## config.mk

```make
export PLATFORM = sky130hd
export DESIGN_NAME = dmem_uart
export DESIGN_NICKNAME = d
export VERILOG_FILES = /design/src/rtl/riscv_mmio_pkg.sv /design/src/rtl/dmem_uart_tx.sv /design/src/rtl/dmem_uart.sv
export SDC_FILE = /design/constraint.sdc
export NUM_CORES = 2
export LEC_CHECK = 0
export BUFFER_PORTS_ARGS = -buffer_cell sky130_fd_sc_hd__buf_4
export CAP_MARGIN = 5
export CORE_MARGIN = 5
export CORE_UTILIZATION = 50
export CTS_BUF_LIST = sky130_fd_sc_hd__clkbuf_8
export DETAILED_ROUTE_END_ITERATION = 6
export PLACE_DENSITY = 0.63
export SKIP_LAST_GASP = 1
export SLEW_MARGIN = 20
export SYNTH_ARGS = -nofsm -noshare
export SYNTH_HDL_FRONTEND = slang
export SYNTH_HIERARCHICAL = 1
export SYNTH_SLANG_ARGS = --single-unit
```

## constraint.sdc

```tcl
create_clock -name clk -period 7.9 [get_ports clk]
set_clock_uncertainty 0.1 [all_clocks]
set_input_delay 1.185 -clock clk [delete_from_list [all_inputs] [get_ports clk]]
set_output_delay 1.185 -clock clk [all_outputs]
set_load 0.03 [all_outputs]
```

## src/rtl/riscv_mmio_pkg.sv

```systemverilog
// Shared MMIO address map, STATUS bit layout and UART TX state encoding.
// UART_PARITY_EN selects the PARITY state in the UART transmitter.
package riscv_mmio_pkg;

    localparam logic [31:0] TXDATA_ADDR = 32'h1000_0000;
    localparam logic [31:0] STATUS_ADDR = 32'h1000_0004;

    localparam int ST_FULL  = 0;
    localparam int ST_EMPTY = 1;
    localparam int ST_BUSY  = 2;
    localparam int ST_OVF   = 3;

    localparam logic [2:0] S_IDLE   = 3'd0;
    localparam logic [2:0] S_START  = 3'd1;
    localparam logic [2:0] S_DATA   = 3'd2;
    localparam logic [2:0] S_PARITY = 3'd3;
    localparam logic [2:0] S_STOP   = 3'd4;

endpackage

```

## src/rtl/dmem_uart_tx.sv

```systemverilog
// UART transmitter: FSM, baud counter and shift register, LSB first.
// UART_PARITY_EN inserts an even parity bit between DATA and STOP.
module uart_tx
    import riscv_mmio_pkg::*;
#(
    parameter int CLKS_PER_BIT = 868
) (
    input  logic       clk,
    input  logic       reset,
    input  logic       valid,
    input  logic [7:0] data,
    output logic       pop,
    output logic       tx,
    output logic       active
);
    localparam int CW = $clog2(CLKS_PER_BIT);

    logic [2:0]    state;
    logic [CW-1:0] cnt;
    logic [2:0]    idx;
    logic [7:0]    shreg;
    logic          tick;

    assign tick   = (cnt == CW'(CLKS_PER_BIT - 1));
    assign active = (state != S_IDLE);
    // A pop at the end of STOP chains frames with no idle gap
    assign pop    = valid &&
                    ((state == S_IDLE) || (state == S_STOP && tick));

    always_ff @(posedge clk or negedge reset) begin
        if (!reset) begin
            state <= S_IDLE;
            cnt   <= '0;
            idx   <= '0;
            shreg <= '0;
        end else begin
            cnt <= (state == S_IDLE || tick) ? '0 : cnt + 1'b1;
            case (state)
                S_IDLE: begin
                    if (valid) begin
                        shreg <= data;
                        state <= S_START;
                    end
                end
                S_START: begin
                    if (tick) begin
                        idx   <= '0;
                        state <= S_DATA;
                    end
                end
                S_DATA: begin
                    if (tick) begin
                        idx <= idx + 1'b1;
                        if (idx == 3'd7) begin
`ifdef UART_PARITY_EN
                            state <= S_PARITY;
`else
                            state <= S_STOP;
`endif
                        end
                    end
                end
`ifdef UART_PARITY_EN
                S_PARITY: begin
                    if (tick) state <= S_STOP;
                end
`endif
                S_STOP: begin
                    if (tick) begin
                        if (valid) begin
                            shreg <= data;
                            state <= S_START;
                        end else begin
                            state <= S_IDLE;
                        end
                    end
                end
                default: state <= S_IDLE;
            endcase
        end
    end

    always_comb begin
        tx = 1'b1;
        case (state)
            S_START: tx = 1'b0;
            S_DATA:  tx = shreg[idx];
`ifdef UART_PARITY_EN
            S_PARITY: tx = ^shreg;
`endif
            default: tx = 1'b1;
        endcase
    end

endmodule

```

## src/rtl/dmem_uart.sv

```systemverilog
// Data RAM plus memory-mapped UART TX with a small FIFO.
// UART_PARITY_EN enables an even parity bit on each frame.
module dmem_uart
    import riscv_mmio_pkg::*;
#(
    parameter int DMEM_WORDS   = 64,
    parameter int CLKS_PER_BIT = 868,
    parameter int FIFO_DEPTH   = 4
) (
    input  logic        clk,
    input  logic        reset,
    input  logic        MemWrite,
    input  logic [31:0] Mem_WrAddr,
    input  logic [31:0] Mem_WrData,
    output logic [31:0] ReadData,
    output logic        uart_tx,
    output logic        tx_busy
);
    localparam int AW = $clog2(DMEM_WORDS);
    localparam int FW = $clog2(FIFO_DEPTH);

    logic [31:0]   ram [DMEM_WORDS];
    logic [7:0]    fifo [FIFO_DEPTH];
    logic [FW:0]   wptr;
    logic [FW:0]   rptr;
    logic          full;
    logic          empty;
    logic          ovf;
    logic          pop;
    logic          push_req;
    logic          push_ok;
    logic          active;
    logic          ram_sel;
    logic          tx_sel;
    logic          st_sel;
    logic [AW-1:0] ram_idx;
    logic [31:0]   status;
    logic          unused_addr;

    assign unused_addr = ^Mem_WrAddr[1:0];
    assign ram_sel  = (Mem_WrAddr[31:AW+2] == '0);
    assign tx_sel   = (Mem_WrAddr[31:2] == TXDATA_ADDR[31:2]);
    assign st_sel   = (Mem_WrAddr[31:2] == STATUS_ADDR[31:2]);
    assign ram_idx  = Mem_WrAddr[AW+1:2];

    assign empty    = (wptr == rptr);
    assign full     = (wptr[FW] != rptr[FW]) &&
                      (wptr[FW-1:0] == rptr[FW-1:0]);
    // A full FIFO still takes a byte when a slot frees this same edge
    assign push_req = MemWrite && tx_sel;
    assign push_ok  = push_req && (!full || pop);
    assign tx_busy  = active || !empty;

    always_comb begin
        status           = '0;
        status[ST_FULL]  = full;
        status[ST_EMPTY] = empty;
        status[ST_BUSY]  = tx_busy;
        status[ST_OVF]   = ovf;
    end

    always_comb begin
        ReadData = '0;
        unique case (1'b1)
            ram_sel: ReadData = ram[ram_idx];
            st_sel:  ReadData = status;
            default: ReadData = '0;
        endcase
    end

    always_ff @(posedge clk) begin
        if (MemWrite && ram_sel) ram[ram_idx] <= Mem_WrData;
    end

    always_ff @(posedge clk) begin
        if (push_ok) fifo[wptr[FW-1:0]] <= Mem_WrData[7:0];
    end

    always_ff @(posedge clk or negedge reset) begin
        if (!reset) begin
            wptr <= '0;
            rptr <= '0;
            ovf  <= 1'b0;
        end else begin
            if (push_ok) wptr <= wptr + 1'b1;
            if (pop)     rptr <= rptr + 1'b1;
            if (push_req && !push_ok)    ovf <= 1'b1;
            else if (MemWrite && st_sel) ovf <= 1'b0;
        end
    end

    uart_tx #(
        .CLKS_PER_BIT(CLKS_PER_BIT)
    ) u_tx (
        .clk    (clk),
        .reset  (reset),
        .valid  (!empty),
        .data   (fifo[rptr[FW-1:0]]),
        .pop    (pop),
        .tx     (uart_tx),
        .active (active)
    );

endmodule
```

==> metrics.cfg <==
[power]
power_mw = 21.66
p_per_area_nw_per_um2 = 235.5
p_leak_nw = 30.04
peakVddDrop_uv = 180.5

[layout]
final_cells = 6820
stdcell_area_um2 = 91980
drive_above_1_share_pct = 24.58
syn_to_final_growth_pct = 12.12
fin_nets = 4481

[sta]
fin_crit_ns = 5.907
maxSlewHeadroom_pct = 21.63
tns_ns = 0
setup_viol = 0
rsz0062_at_grt = no
setup_slack_ns = 1.993
max_freq_mhz = 169.3
hold_viol_final = 0
maxSlewViolCount = 0
worstMarginPinSlew_ns = 1.174
period_share_pct = 74.77

[clock_network]
cts-root-buf = clkbuf_8
path_clk_slew_ns = 0.06
postCtsSetupRepairBufs = 0
cts_tree = yes
cts_made_buffers = 349
cts_buffer_depth = 4
postCtsHoldBufs = 1
htree_levels = 5
clkSinkCount = 2111
clk_latency_ns = 1.01
cts_resized = 0

[die]
placementRows = 148
die_h_um = 415.1
io_pins = 101
dieArea_um2 = 172300
core-area_um2 = 163000
die_w_um = 415.1
initial_core_util_pct = 50.35

[place]
portBuffers = 98
pre_cts_ws_ns = 1.951
postPlaceCellArea_um2 = 85980
dp_cells = 6224
place_hpwl_mm = 118.6
gp_congestion = 0.7805

[routing]
viasPerCell = 6.185
drtAntennaViolNets = 0
vias = 42180
wl_mm = 214.5
firstDrtPassIters = 6
detail_route.iter0.violations = 5206
wire_per_inst_um = 31.45
drc_errors = 0

[synthesis]
synth_seq_cells = 2111
ys_seq_area_share_pct = 77.08
syn_area_per_cell_um2 = 20.20
synthArstFlopShare_pct = 1.468
ys.warnings.count = 6
syn_inst = 4061
yosys.cell_types.count = 61
synth-edff-count = 2080
synth_flop_cell = edfxtp_1
synth_area_um2 = 82040
syn_nets = 4136

[min_path]
min_path_type = register to register

[grt]
grt_antenna_before_repair = 6
grt_max_degree = 96
track_usage_pct = 24.58
grt_pass1_wl_mm = 306.5
grt_pass1_vias = 42400
overflow = 0

[critical_path]
path_class = input port to output pin
cpMaxStageDelayCell = mux4_2
crit_arrival_ns = 4.62
cp_max_fo = 61
critPathLaunchType = input port
required_ns = 6.61
critPathMaxStageDelay_ns = 0.56
cp-end-kind = output pin
worstPathCellList = buf_8 > buf_4 > mux4_2 > a22o_1 > o21ai_0 > nand3_1 > o311a_1 > buf_4
cp_common_cell = buf_4

[run]
max-cap-violations = 0

[run_status]
status = finished, final reports clean

state kept, by name, indices dropped and copies added, names as in the netlist:
register and count:
ram 2048, wptr 3, u_tx/cnt 10, u_tx/state 3, fifo 32, ovf 1, rptr 3, u_tx/shreg 8
u_tx/idx 3
Yosys cell counts (all sizes together) (26+ instances only):
library cell	n	share of area, %
mux2i	351	4.3
clkbuf	94	0.43
edfxtp	2080	76
a22o	71	0.76
a21oi	81	0.49
buf	136	0.99
mux2	124	1.7
o22ai	28	0.21
a211oi	32	0.29
a22oi	112	1.0
nand3	77	0.48
dfrtp	31	0.95
o21ai	141	0.86
mux4	309	8.5
nand2	79	0.36
a31oi	26	0.20
nor2	93	0.43
stage by stage:
step | util [%] | hold slack, ns
after floorplan | - | 0.3549
after global placement | 52.73 | 0.3766
after detailed placement | 52.76 | 0.3766
after CTS | 56.37 | 0.3844
after global routing | 56.44 | 0.4237
final | 56.45 | 0.3849
area by class of cell:
| cell class | instances | area (um2) |
|---|---|---|
| antenna | 7 | 17.52 |
| inverter | 10 | 37.54 |
| tap | 2175 | 2721 |
| multi-input combinational | 1710 | 18170 |
| timing repair buffer | 224 | 1937 |
| clock inverter | 229 | 994.7 |
| clock buffer | 354 | 4872 |
| sequential | 2111 | 63240 |
| fill | 12340 | 70970 |
cells in the final DEF, fill, tap and decap left out, types with 14 or more instances in the layout:
master       n
o311a_1     23
o211ai_1    14
nand3_1     76
buf_4      204
edfxtp_1  2080
dfrtp_1     31
o21ai_0    141
a21oi_1     81
a211oi_1    32
clkinv_1    87
nor2_4      68
inv_1      116
nor2b_1     18
clkbuf_8   354
mux2i_1    351
o22ai_1     28
clkinv_2    26
a31oi_1     26
nand2_1     78
a22oi_1    112
nor2_1      25
a22o_1      71
mux4_2     309
mux2_2     124
layer usage:
metal  GRT usage, %  wire length, um
met2          39.13           102700
met4          8.817             7911
met3          4.185            16830
met5              0                1
met1          34.74            87020
report_power, final:
group | leakage, nW | total, mW | switching, mW | internal [mW]
logic | 7.57 | 0.976 | 0.647 | 0.329
registers | 19.1 | 12.3 | 0.00000000489 | 12.3
clock network | 3.40 | 8.38 | 4.16 | 4.22
total | 30.0 | 21.7 | 4.81 | 16.9
worst max-delay path: cells and delay by family:
kind / cells / cell delay [ns]
buffers and inverters: 3 / 1.17
AOI/OAI and AO/OA: 3 / 1.14
muxes: 1 / 0.56
and+or+nand+nor: 1 / 0.37
cells by family (layout without fill, tap and decap cells):
kind of cell	after synthesis	count (layout)	synth area share, %
xor+xnor	15	15	0.1693
buf+inv	240	817	1.467
fa+ha+maj	8	8	0.1220
other cells	0	7	0
mux	784	784	14.47
flops	2111	2111	77.08
compound gates	570	570	4.711
simple gates	333	333	1.987
worst paths after layout:
path	start	to	slack [ns]	cells after the start
min reg2reg	u_tx/cnt[0]	u_tx/cnt[0]	0.38	1
max in group asynchronous	reset	ovf	6.82	2
max	Mem_WrAddr[3]	ReadData[27]	1.99	8
min in group asynchronous	reset	wptr[1]	0.56	2
min	u_tx/cnt[0]	u_tx/cnt[0]	0.38	1
max reg2reg	rptr[0]	fifo[2][3]	4.76	7
Power figures use the tool's default switching activity.
